File: config.mk
export PLATFORM = sky130hd
export DESIGN_NAME = multicycle_controller_flat
export DESIGN_NICKNAME = d
export VERILOG_FILES = /design/src/rtl/multicycle_controller_if.sv /design/src/rtl/multicycle_controller.sv /design/src/flat_wrapper.sv
export SDC_FILE = /design/constraint.sdc
export NUM_CORES = 1
export LEC_CHECK = 0
export ABC_AREA = 1
export CAP_MARGIN = 10
export CORE_ASPECT_RATIO = 0.9
export CORE_MARGIN = 2
export CORE_UTILIZATION = 55
export DETAILED_ROUTE_END_ITERATION = 8
export DONT_BUFFER_PORTS = 1
export PLACE_DENSITY = 0.79
export SYNTH_ARGS = -nofsm -noshare
export SYNTH_HDL_FRONTEND = slang
export SYNTH_SLANG_ARGS = --single-unit
File: constraint.sdc
create_clock -name clk -period 1.1 [get_ports clk]
set_input_delay 0.165 -clock clk [delete_from_list [all_inputs] [get_ports clk]]
set_output_delay 0.165 -clock clk [all_outputs]
set_load 0.02 [all_outputs]
File: src/rtl/multicycle_controller_if.sv
// Control bus between the multicycle MIPS controller (master) and its datapath/memory (slave).
interface multicycle_controller_if;
    logic [31:0] instr;
    logic        zero;
    logic        mem_ready;
    logic        mem_req;
    logic        memwrite;
    logic        iord;
    logic        irwrite;
    logic        pcwrite;
    logic [1:0]  pcsrc;
    logic        regwrite;
    logic        regdst;
    logic        memtoreg;
    logic        alusrca;
    logic [2:0]  alusrcb;
    logic [2:0]  alucontrol;
    logic        trap;
    logic        trap_cause;

    modport master (
        input  instr, zero, mem_ready,
        output mem_req, memwrite, iord, irwrite, pcwrite, pcsrc, regwrite,
               regdst, memtoreg, alusrca, alusrcb, alucontrol, trap, trap_cause
    );

    modport slave (
        output instr, zero, mem_ready,
        input  mem_req, memwrite, iord, irwrite, pcwrite, pcsrc, regwrite,
               regdst, memtoreg, alusrca, alusrcb, alucontrol, trap, trap_cause
    );
endinterface

File: src/rtl/multicycle_controller.sv
// Moore control FSM for the multicycle MIPS datapath with a memory wait timeout and sticky trap.
// Optional macro LUI_EN adds lui (op 001111) through an LUIEX state; otherwise lui traps as illegal.
module multicycle_controller #(
    parameter int MEM_TIMEOUT = 16
) (
    input  logic                    clk,
    input  logic                    reset,
    multicycle_controller_if.master bus
);
    localparam int TMO_W = $clog2(MEM_TIMEOUT + 1);

    typedef enum logic [3:0] {
        S_FETCH, S_DECODE, S_EXEC, S_ALUWB, S_MEMADR, S_MEMRD, S_MEMWB,
        S_MEMWR, S_BRANCH, S_ADDIEX, S_ADDIWB, S_JUMP, S_TRAP
`ifdef LUI_EN
        , S_LUIEX
`endif
    } state_t;

    state_t           r_state;
    logic [TMO_W-1:0] r_cnt;
    logic             r_trap;
    logic             r_trap_cause;

    logic [5:0] w_op;
    logic [5:0] w_funct;
    logic       w_timeout;
    logic       w_unused;

    assign w_op      = bus.instr[31:26];
    assign w_funct   = bus.instr[5:0];
    assign w_timeout = (r_cnt == TMO_W'(MEM_TIMEOUT));
    assign w_unused  = ^bus.instr[25:6];

    // The counter is cleared by default, so any state change restarts it;
    // only a request state that keeps waiting advances it.
    always_ff @(posedge clk) begin
        if (reset) begin
            r_state      <= S_FETCH;
            r_cnt        <= '0;
            r_trap       <= 1'b0;
            r_trap_cause <= 1'b0;
        end else begin
            r_cnt <= '0;
            case (r_state)
                S_FETCH: begin
                    if (bus.mem_ready) begin
                        r_state <= S_DECODE;
                    end else if (w_timeout) begin
                        r_state      <= S_TRAP;
                        r_trap       <= 1'b1;
                        r_trap_cause <= 1'b1;
                    end else begin
                        r_cnt <= r_cnt + 1'b1;
                    end
                end
                S_DECODE: begin
                    case (w_op)
                        6'b000000:            r_state <= S_EXEC;
                        6'b100011, 6'b101011: r_state <= S_MEMADR;
                        6'b000100:            r_state <= S_BRANCH;
                        6'b001001:            r_state <= S_ADDIEX;
                        6'b000010:            r_state <= S_JUMP;
`ifdef LUI_EN
                        6'b001111:            r_state <= S_LUIEX;
`endif
                        default: begin
                            r_state      <= S_TRAP;
                            r_trap       <= 1'b1;
                            r_trap_cause <= 1'b0;
                        end
                    endcase
                end
                S_EXEC:   r_state <= S_ALUWB;
                S_ALUWB:  r_state <= S_FETCH;
                S_MEMADR: r_state <= (w_op == 6'b100011) ? S_MEMRD : S_MEMWR;
                S_MEMRD: begin
                    if (bus.mem_ready) begin
                        r_state <= S_MEMWB;
                    end else if (w_timeout) begin
                        r_state      <= S_TRAP;
                        r_trap       <= 1'b1;
                        r_trap_cause <= 1'b1;
                    end else begin
                        r_cnt <= r_cnt + 1'b1;
                    end
                end
                S_MEMWB:  r_state <= S_FETCH;
                S_MEMWR: begin
                    if (bus.mem_ready) begin
                        r_state <= S_FETCH;
                    end else if (w_timeout) begin
                        r_state      <= S_TRAP;
                        r_trap       <= 1'b1;
                        r_trap_cause <= 1'b1;
                    end else begin
                        r_cnt <= r_cnt + 1'b1;
                    end
                end
                S_BRANCH: r_state <= S_FETCH;
                S_ADDIEX: r_state <= S_ADDIWB;
                S_ADDIWB: r_state <= S_FETCH;
                S_JUMP:   r_state <= S_FETCH;
`ifdef LUI_EN
                S_LUIEX:  r_state <= S_ADDIWB;
`endif
                S_TRAP:   r_state <= S_TRAP;
                default:  r_state <= S_FETCH;
            endcase
        end
    end

    logic       w_mem_req, w_memwrite, w_iord, w_irwrite, w_pcwrite;
    logic [1:0] w_pcsrc;
    logic       w_regwrite, w_regdst, w_memtoreg, w_alusrca;
    logic [2:0] w_alusrcb, w_alucontrol;

    always_comb begin
        w_mem_req    = 1'b0;
        w_memwrite   = 1'b0;
        w_iord       = 1'b0;
        w_irwrite    = 1'b0;
        w_pcwrite    = 1'b0;
        w_pcsrc      = 2'b00;
        w_regwrite   = 1'b0;
        w_regdst     = 1'b0;
        w_memtoreg   = 1'b0;
        w_alusrca    = 1'b0;
        w_alusrcb    = 3'b000;
        w_alucontrol = 3'b010;
        case (r_state)
            S_FETCH: begin
                w_mem_req = 1'b1;
                w_alusrcb = 3'b001;
                // A fetch completing while reset is still held must not commit PC/IR.
                if (bus.mem_ready && !reset) begin
                    w_irwrite = 1'b1;
                    w_pcwrite = 1'b1;
                end
            end
            S_DECODE: w_alusrcb = 3'b011;
            S_EXEC: begin
                w_alusrca = 1'b1;
                case (w_funct)
                    6'b100001: w_alucontrol = 3'b010;
                    6'b100011: w_alucontrol = 3'b110;
                    6'b100100: w_alucontrol = 3'b000;
                    6'b100101: w_alucontrol = 3'b001;
                    6'b101011: w_alucontrol = 3'b111;
                    default:   w_alucontrol = 3'b011;
                endcase
            end
            S_ALUWB: begin
                w_regwrite = 1'b1;
                w_regdst   = 1'b1;
            end
            S_MEMADR: begin
                w_alusrca = 1'b1;
                w_alusrcb = 3'b010;
            end
            S_MEMRD: begin
                w_mem_req = 1'b1;
                w_iord    = 1'b1;
            end
            S_MEMWB: begin
                w_regwrite = 1'b1;
                w_memtoreg = 1'b1;
            end
            S_MEMWR: begin
                w_mem_req  = 1'b1;
                w_memwrite = 1'b1;
                w_iord     = 1'b1;
            end
            S_BRANCH: begin
                w_alusrca    = 1'b1;
                w_alucontrol = 3'b110;
                w_pcsrc      = 2'b01;
                w_pcwrite    = bus.zero;
            end
            S_ADDIEX: begin
                w_alusrca = 1'b1;
                w_alusrcb = 3'b010;
            end
            S_ADDIWB: w_regwrite = 1'b1;
            S_JUMP: begin
                w_pcwrite = 1'b1;
                w_pcsrc   = 2'b10;
            end
`ifdef LUI_EN
            S_LUIEX: begin
                w_alusrca = 1'b1;
                w_alusrcb = 3'b100;
            end
`endif
            default: ;
        endcase
    end

    assign bus.mem_req    = w_mem_req;
    assign bus.memwrite   = w_memwrite;
    assign bus.iord       = w_iord;
    assign bus.irwrite    = w_irwrite;
    assign bus.pcwrite    = w_pcwrite;
    assign bus.pcsrc      = w_pcsrc;
    assign bus.regwrite   = w_regwrite;
    assign bus.regdst     = w_regdst;
    assign bus.memtoreg   = w_memtoreg;
    assign bus.alusrca    = w_alusrca;
    assign bus.alusrcb    = w_alusrcb;
    assign bus.alucontrol = w_alucontrol;
    assign bus.trap       = r_trap;
    assign bus.trap_cause = r_trap_cause;
endmodule

File: src/flat_wrapper.sv
// flat-port wrapper written by rule: the top's interface ports become plain ports
module multicycle_controller_flat 
#(
    parameter int MEM_TIMEOUT = 16
)
  (clk, reset, bus_instr, bus_zero, bus_mem_ready, bus_mem_req, bus_memwrite, bus_iord, bus_irwrite, bus_pcwrite, bus_pcsrc, bus_regwrite, bus_regdst, bus_memtoreg, bus_alusrca, bus_alusrcb, bus_alucontrol, bus_trap, bus_trap_cause);
  multicycle_controller_if bus_i ();
  input  logic clk;
  input  logic reset;
  input wire logic [$bits(bus_i.instr)-1:0] bus_instr;
  input wire logic [$bits(bus_i.zero)-1:0] bus_zero;
  input wire logic [$bits(bus_i.mem_ready)-1:0] bus_mem_ready;
  output wire logic [$bits(bus_i.mem_req)-1:0] bus_mem_req;
  output wire logic [$bits(bus_i.memwrite)-1:0] bus_memwrite;
  output wire logic [$bits(bus_i.iord)-1:0] bus_iord;
  output wire logic [$bits(bus_i.irwrite)-1:0] bus_irwrite;
  output wire logic [$bits(bus_i.pcwrite)-1:0] bus_pcwrite;
  output wire logic [$bits(bus_i.pcsrc)-1:0] bus_pcsrc;
  output wire logic [$bits(bus_i.regwrite)-1:0] bus_regwrite;
  output wire logic [$bits(bus_i.regdst)-1:0] bus_regdst;
  output wire logic [$bits(bus_i.memtoreg)-1:0] bus_memtoreg;
  output wire logic [$bits(bus_i.alusrca)-1:0] bus_alusrca;
  output wire logic [$bits(bus_i.alusrcb)-1:0] bus_alusrcb;
  output wire logic [$bits(bus_i.alucontrol)-1:0] bus_alucontrol;
  output wire logic [$bits(bus_i.trap)-1:0] bus_trap;
  output wire logic [$bits(bus_i.trap_cause)-1:0] bus_trap_cause;
  assign bus_i.instr = bus_instr;
  assign bus_i.zero = bus_zero;
  assign bus_i.mem_ready = bus_mem_ready;
  assign bus_mem_req = bus_i.mem_req;
  assign bus_memwrite = bus_i.memwrite;
  assign bus_iord = bus_i.iord;
  assign bus_irwrite = bus_i.irwrite;
  assign bus_pcwrite = bus_i.pcwrite;
  assign bus_pcsrc = bus_i.pcsrc;
  assign bus_regwrite = bus_i.regwrite;
  assign bus_regdst = bus_i.regdst;
  assign bus_memtoreg = bus_i.memtoreg;
  assign bus_alusrca = bus_i.alusrca;
  assign bus_alusrcb = bus_i.alusrcb;
  assign bus_alucontrol = bus_i.alucontrol;
  assign bus_trap = bus_i.trap;
  assign bus_trap_cause = bus_i.trap_cause;
  multicycle_controller #(.MEM_TIMEOUT(MEM_TIMEOUT)) u_core (.clk(clk), .reset(reset), .bus(bus_i));
endmodule
==> flow_summary_export.csv, run 1 <==
group,metric,value,unit
status,error,"[ERROR DPL-0038] Utilization greater than 100%, impossible to legalize",
synthesis,synth_area,910,um2
status,haltStage,"clock tree synthesis",
placement,hpwl,1910,um
synthesis,syn_inst,162,
status,outcome,"stopped before the end",
clock_tree,cts_buffers,3,
clock_tree,post-cts-setup-buffer-count,12,
die,initial_core_util,60.8,%
clock_tree,post_cts_resized,57,
placement,portBuffers,0,
die,die_h,42.6,um
clock_tree,clock_sinks,11,
synthesis,yosysSeqAreaShare,24.2,%
clock_tree,cts_buffer_depth,2,
synthesis,yosysUniqueCellTypes,24,
clock_tree,root_buffer,"clkbuf_4",
placement,gp_congestion,0.880,
die,die_width,46.9,um
synthesis,ys.warnings.count,0,
synthesis,synth_fp_nets,200,
synthesis,yosys_register_bits,11,
clock_tree,htree_levels,1,
die,std_cell_rows,13,
synthesis,avgSynthCellArea,5.61,um2
die,pin_count,55,
## logic make-up after synthesis
family | share of synthesized area [%]
and+or+nand+nor | 42.9
buffers and inverters | 15.3
AOI/OAI and AO/OA | 13.5
DFF | 24.2
adders and majority gates | 2.75
xor gates and xnor gates | 0.963
other | 0.412
## synthesized netlist by cell type (all sizes together)
master  number  area share (%)
a211o        1            0.96
a211oi       1            0.83
a21oi        8             4.4
a31oi        1            0.69
buf          1            0.83
conb         1            0.41
dfxtp       11              24
ha           2             2.8
inv         35              14
nand2       34              15
nand3       17             9.4
nand4        1            0.69
nor2        34              15
nor3         3             1.7
o211ai       3             2.5
o21ai        6             3.3
o31ai        1            0.83
or2          1            0.69
xor2         1            0.96
## per-stage QoR
step                      std cells  setup TNS (ns)  hold WS (ns)  cell area, um2  setup slack [ns]
after floorplan                 162          -0.792         0.224             983            -0.170
after detailed placement        211           -2.09         0.227            1230            -0.220
after global placement          211           -1.53         0.229            1230            -0.181
==> inputs of run 2 (changes only) <==
--- a/config.mk
+++ b/config.mk
@@ -7,12 +7,11 @@
 export LEC_CHECK = 0
 export ABC_AREA = 1
 export CAP_MARGIN = 10
-export CORE_ASPECT_RATIO = 0.9
-export CORE_MARGIN = 2
-export CORE_UTILIZATION = 55
+export CORE_AREA = 2 2 63 65
 export DETAILED_ROUTE_END_ITERATION = 8
+export DIE_AREA = 0 0 65 67
 export DONT_BUFFER_PORTS = 1
-export PLACE_DENSITY = 0.79
+export PLACE_DENSITY_LB_ADDON = 0.15
 export SYNTH_ARGS = -nofsm -noshare
 export SYNTH_HDL_FRONTEND = slang
 export SYNTH_SLANG_ARGS = --single-unit
==> constraint.sdc (replaced) <==
create_clock -name clk -period 1.4 [get_ports clk]
set_input_delay 0.21 -clock clk [delete_from_list [all_inputs] [get_ports clk]]
set_output_delay 0.21 -clock clk [all_outputs]
set_load 0.02 [all_outputs]
==> run 2 against run 1 <==
Net effect:
- the flow now finishes, with violations (setup timing)
- synthesized cell count stayed put
- area after synthesis stayed put
==> flow_summary_export.csv, run 2 <==
group,metric,value,unit
detailed_routing,avgRoutedWirePerCell,10.6,um
setup_path,end_kind,"output port",
cells_and_area,design_area,1420,um2
timing,finalCriticalPeriod,1.48,ns
power,p_comb_share,72.3,%
cells_and_area,reg_top3,"u_core.r_cnt: 5 flops, u_core.r_state: 4 flops",
timing,grt_setup_unrepaired,"yes",
power,p_leak,0.702,nW
synthesis,avgSynthCellArea,5.61,um2
die,initial_core_util,25.2,%
power,intPower,1.67,mW
synthesis,yosys_register_bits,11,
setup_path,critical_path.max_stage_delay,0.37,ns
setup_path,crit_required,1.19,ns
grt,grt_use_total,12.0,%
clock_tree,htree_levels,1,
grt,grt_max_degree,7,
synthesis,ys.warnings.count,0,
detailed_routing,dr.pass1.iters,4,
power,total_power,3.27,mW
clock_tree,cts_buffer_depth,2,
grt,overflow,0,
synthesis,synth_top_area_cell,"dfxtp_1",
timing,finalWorstSetupSlack,-0.0753,ns
cells_and_area,n_antenna_cell,0,
detailed_routing,first_iter_violations,23,
grt,grt_first_pass_wirelength,4200,um
power,power_frac_clock,9.4,%
detailed_routing,routed_wl,2560,um
timing,hold_viol,0,
placement,gp_congestion,0.821,
synthesis,synth_commonest_cells,"inv_1 (32), nor2_1 (31), nand2_1 (30), nand3_1 (17), dfxtp_1 (11)",
cells_and_area,final_util,39.4,%
synthesis,syn_inst,162,
setup_path,crit_type,"reg -> out",
detailed_routing,antenna_left,0,
setup_path,crit_chain,"nor2_4, nand2_2, nor2_2, inv_2, nor2_4, a211o_4",
setup_path,cp.arrival,1.27,ns
clock_tree,clk_pin_slew_worst_paths,0.05,ns
synthesis,synthTopCellsByArea,"dfxtp_1 (24%), inv_1 (13%), nor2_1 (13%)",
timing,tns,-0.375,ns
synthesis,yosysUniqueCellTypes,24,
synthesis,ys.flop_type,"dfxtp_1",
setup_path,rr_startpoint,"u_core.r_state[3]$_SDFF_PP0_",
die,std_cell_rows,22,
detailed_routing,drc_errors,0,
cells_and_area,syn_to_final_growth,56.1,%
setup_path,critPathLaunchType,"register",
power,irDropWorstVdd,1110,uV
flow_run,cap_viol_max_count,0,
setup_path,r2r-end,"u_core.bus.trap_cause$_SDFFE_PP0P_",
cells_and_area,fill_cells,393,
clock_tree,cts_tree,"done",
hold_path,hp-class,"in -> reg",
placement,place_area,1120,um2
cells_and_area,largest-register,"u_core.r_cnt",
grt,antenna_found_initial,0,
placement,hpwl,1970,um
timing,clock.fmax,678,MHz
die,die_h,67,um
setup_path,reg2reg_slack,0.05,ns
timing,slew-limit-headroom,60.5,%
setup_path,crit_path_end,"bus_pcwrite",
status,outcome,"finished with violations",
cells_and_area,mostFrequentLayoutCells,"inv_1 (23), nand2_1 (23), buf_4 (23), nor2_1 (21), nand3_1 (15)",
power,powerDensity,2310,nW/um2
timing,skew,0.000897,ns
setup_path,crit_path_max_fanout,4,
setup_path,slowest_stage,"dfxtp_4",
power,switching_share,49.1,%
detailed_routing,vias,1084,
die,pin_count,55,
clock_tree,clkLatencyLatePin,0.23,ns
synthesis,yosysSeqAreaShare,24.2,%
cells_and_area,drive_gt1_share,40.7,%
setup_path,path_depth,6,
detailed_routing,viasPerCell,4.48,
die,dieArea,4360,um2
grt,grt_pass1_vias,1021,
synthesis,synth_fp_nets,200,
setup_path,path_buf_inv,1,
setup_path,crit_top_cell,"nor2_4",
die,coreArea,3610,um2
placement,portBuffers,0,
synthesis,yosysMostFrequentCell,"inv_1",
timing,period_share,105,%
synthesis,synth.top_cell.area_share,24.2,%
clock_tree,cts_hold_buf,0,
clock_tree,root_buffer,"clkbuf_8",
power,power_frac_seq,18.3,%
power,p_switching,1.61,mW
setup_path,r2r_cells,11,
cells_and_area,largest_reg_flops,5,
setup_path,setup.worst_path.start,"u_core.r_state[2]$_SDFF_PP0_",
timing,finalSetupViolCount,9,
status,violations,"setup timing",
synthesis,async_flop_share,0,%
cells_and_area,final_nets,233,
clock_tree,clock_sinks,11,
synthesis,synth-edff-count,0,
synthesis,synth_area,910,um2
clock_tree,cts_buffers,3,
timing,finalMaxSlewViolations,0,
setup_path,cpLargestDelayFamily,"simple AND/OR/NAND/NOR gates",
timing,worstMarginPinSlew,0.588,ns
die,die_width,65,um
-- run 2: kinds of logic (layout without fill, tap and decap cells) --
kind of cell             Yosys count  after routing  share of synthesized area, %
AO/OA/AOI/OAI                     21             21                          13.5
XOR/XNOR                           1              1                         0.963
adder cells (fa/ha/maj)            2              2                          2.75
buffers and inverters             36             68                          15.3
flip-flops                        11             11                          24.2
other                              1              1                         0.412
AND/OR/NAND/NOR                   90             90                          42.9
-- run 2: final cells by class --
type                    count  area (um2)  area share (%)
inverters                  35         136            9.60
flip-flops and latches     11         236            16.7
clock buffers               4        45.0            3.17
well taps                  48        60.1            4.23
multi-input cells         115         702            49.4
repair buffers             29         240            16.9
-- run 2: worst min path at each step --
stage / slack [ns] / start / depth (start not counted) / to
final: 0.03 / reset / 1 / u_core.r_state[2]$_SDFF_PP0_
after global routing: 0.02 / reset / 1 / u_core.r_state[2]$_SDFF_PP0_
after CTS: 0.02 / reset / 1 / u_core.r_state[2]$_SDFF_PP0_
after detailed placement: 0.28 / reset / 1 / u_core.r_state[2]$_SDFF_PP0_
after global placement: 0.28 / reset / 1 / u_core.r_state[2]$_SDFF_PP0_
after floorplan: 0.28 / reset / 1 / u_core.r_state[1]$_SDFF_PP0_
-- run 2: stage by stage --
stage	std cells	hold WS, ns	worst slack [ns]
floorplan	162	0.279	0.00482
global placement	228	0.280	0.0145
detailed placement	228	0.284	0.0162
CTS	237	0.0248	-0.0635
global route	242	0.0248	-0.142
finish	242	0.0318	-0.0753
-- run 2: layer usage --
layer  vias up  global-route usage, %  routed length (um)
met5         -                      0                   0
met4         0                   3.99                  17
met3         4                   2.70                 201
met2        32                   21.5                1250
met1       480                   14.0                1090
li1        568                      -                   -
-- run 2: what timing repair did --
item	in CTS	in global routing
gates resized for setup	36	26
pin swaps	7	8
setup buffers	5	5
endpoints found under the setup margin	14	23
-- run 2: power by group through the flow --
stage,registers (mW),clock network (mW),logic (mW)
2_1_floorplan,0.510,0,1.12
3_3_place_gp,0.521,0,1.65
3_5_place_dp,0.521,0,1.66
4_1_cts,0.577,0.323,1.98
5_1_grt,0.613,0.340,2.59
6_report,0.598,0.308,2.37
-- run 2: worst reg2reg max path: stages (launching register included) --
cell and delay, ns:
dfxtp_4 0.36, buf_6 0.12, nor2_4 0.13, nand2_2 0.13
nand2_8 0.11, inv_4 0.04, nand2_4 0.06, nand2_2 0.06
inv_2 0.06, nand3_1 0.07, nand2_1 0.07, nor2_1 0.04
Power figures use the tool's default switching activity.
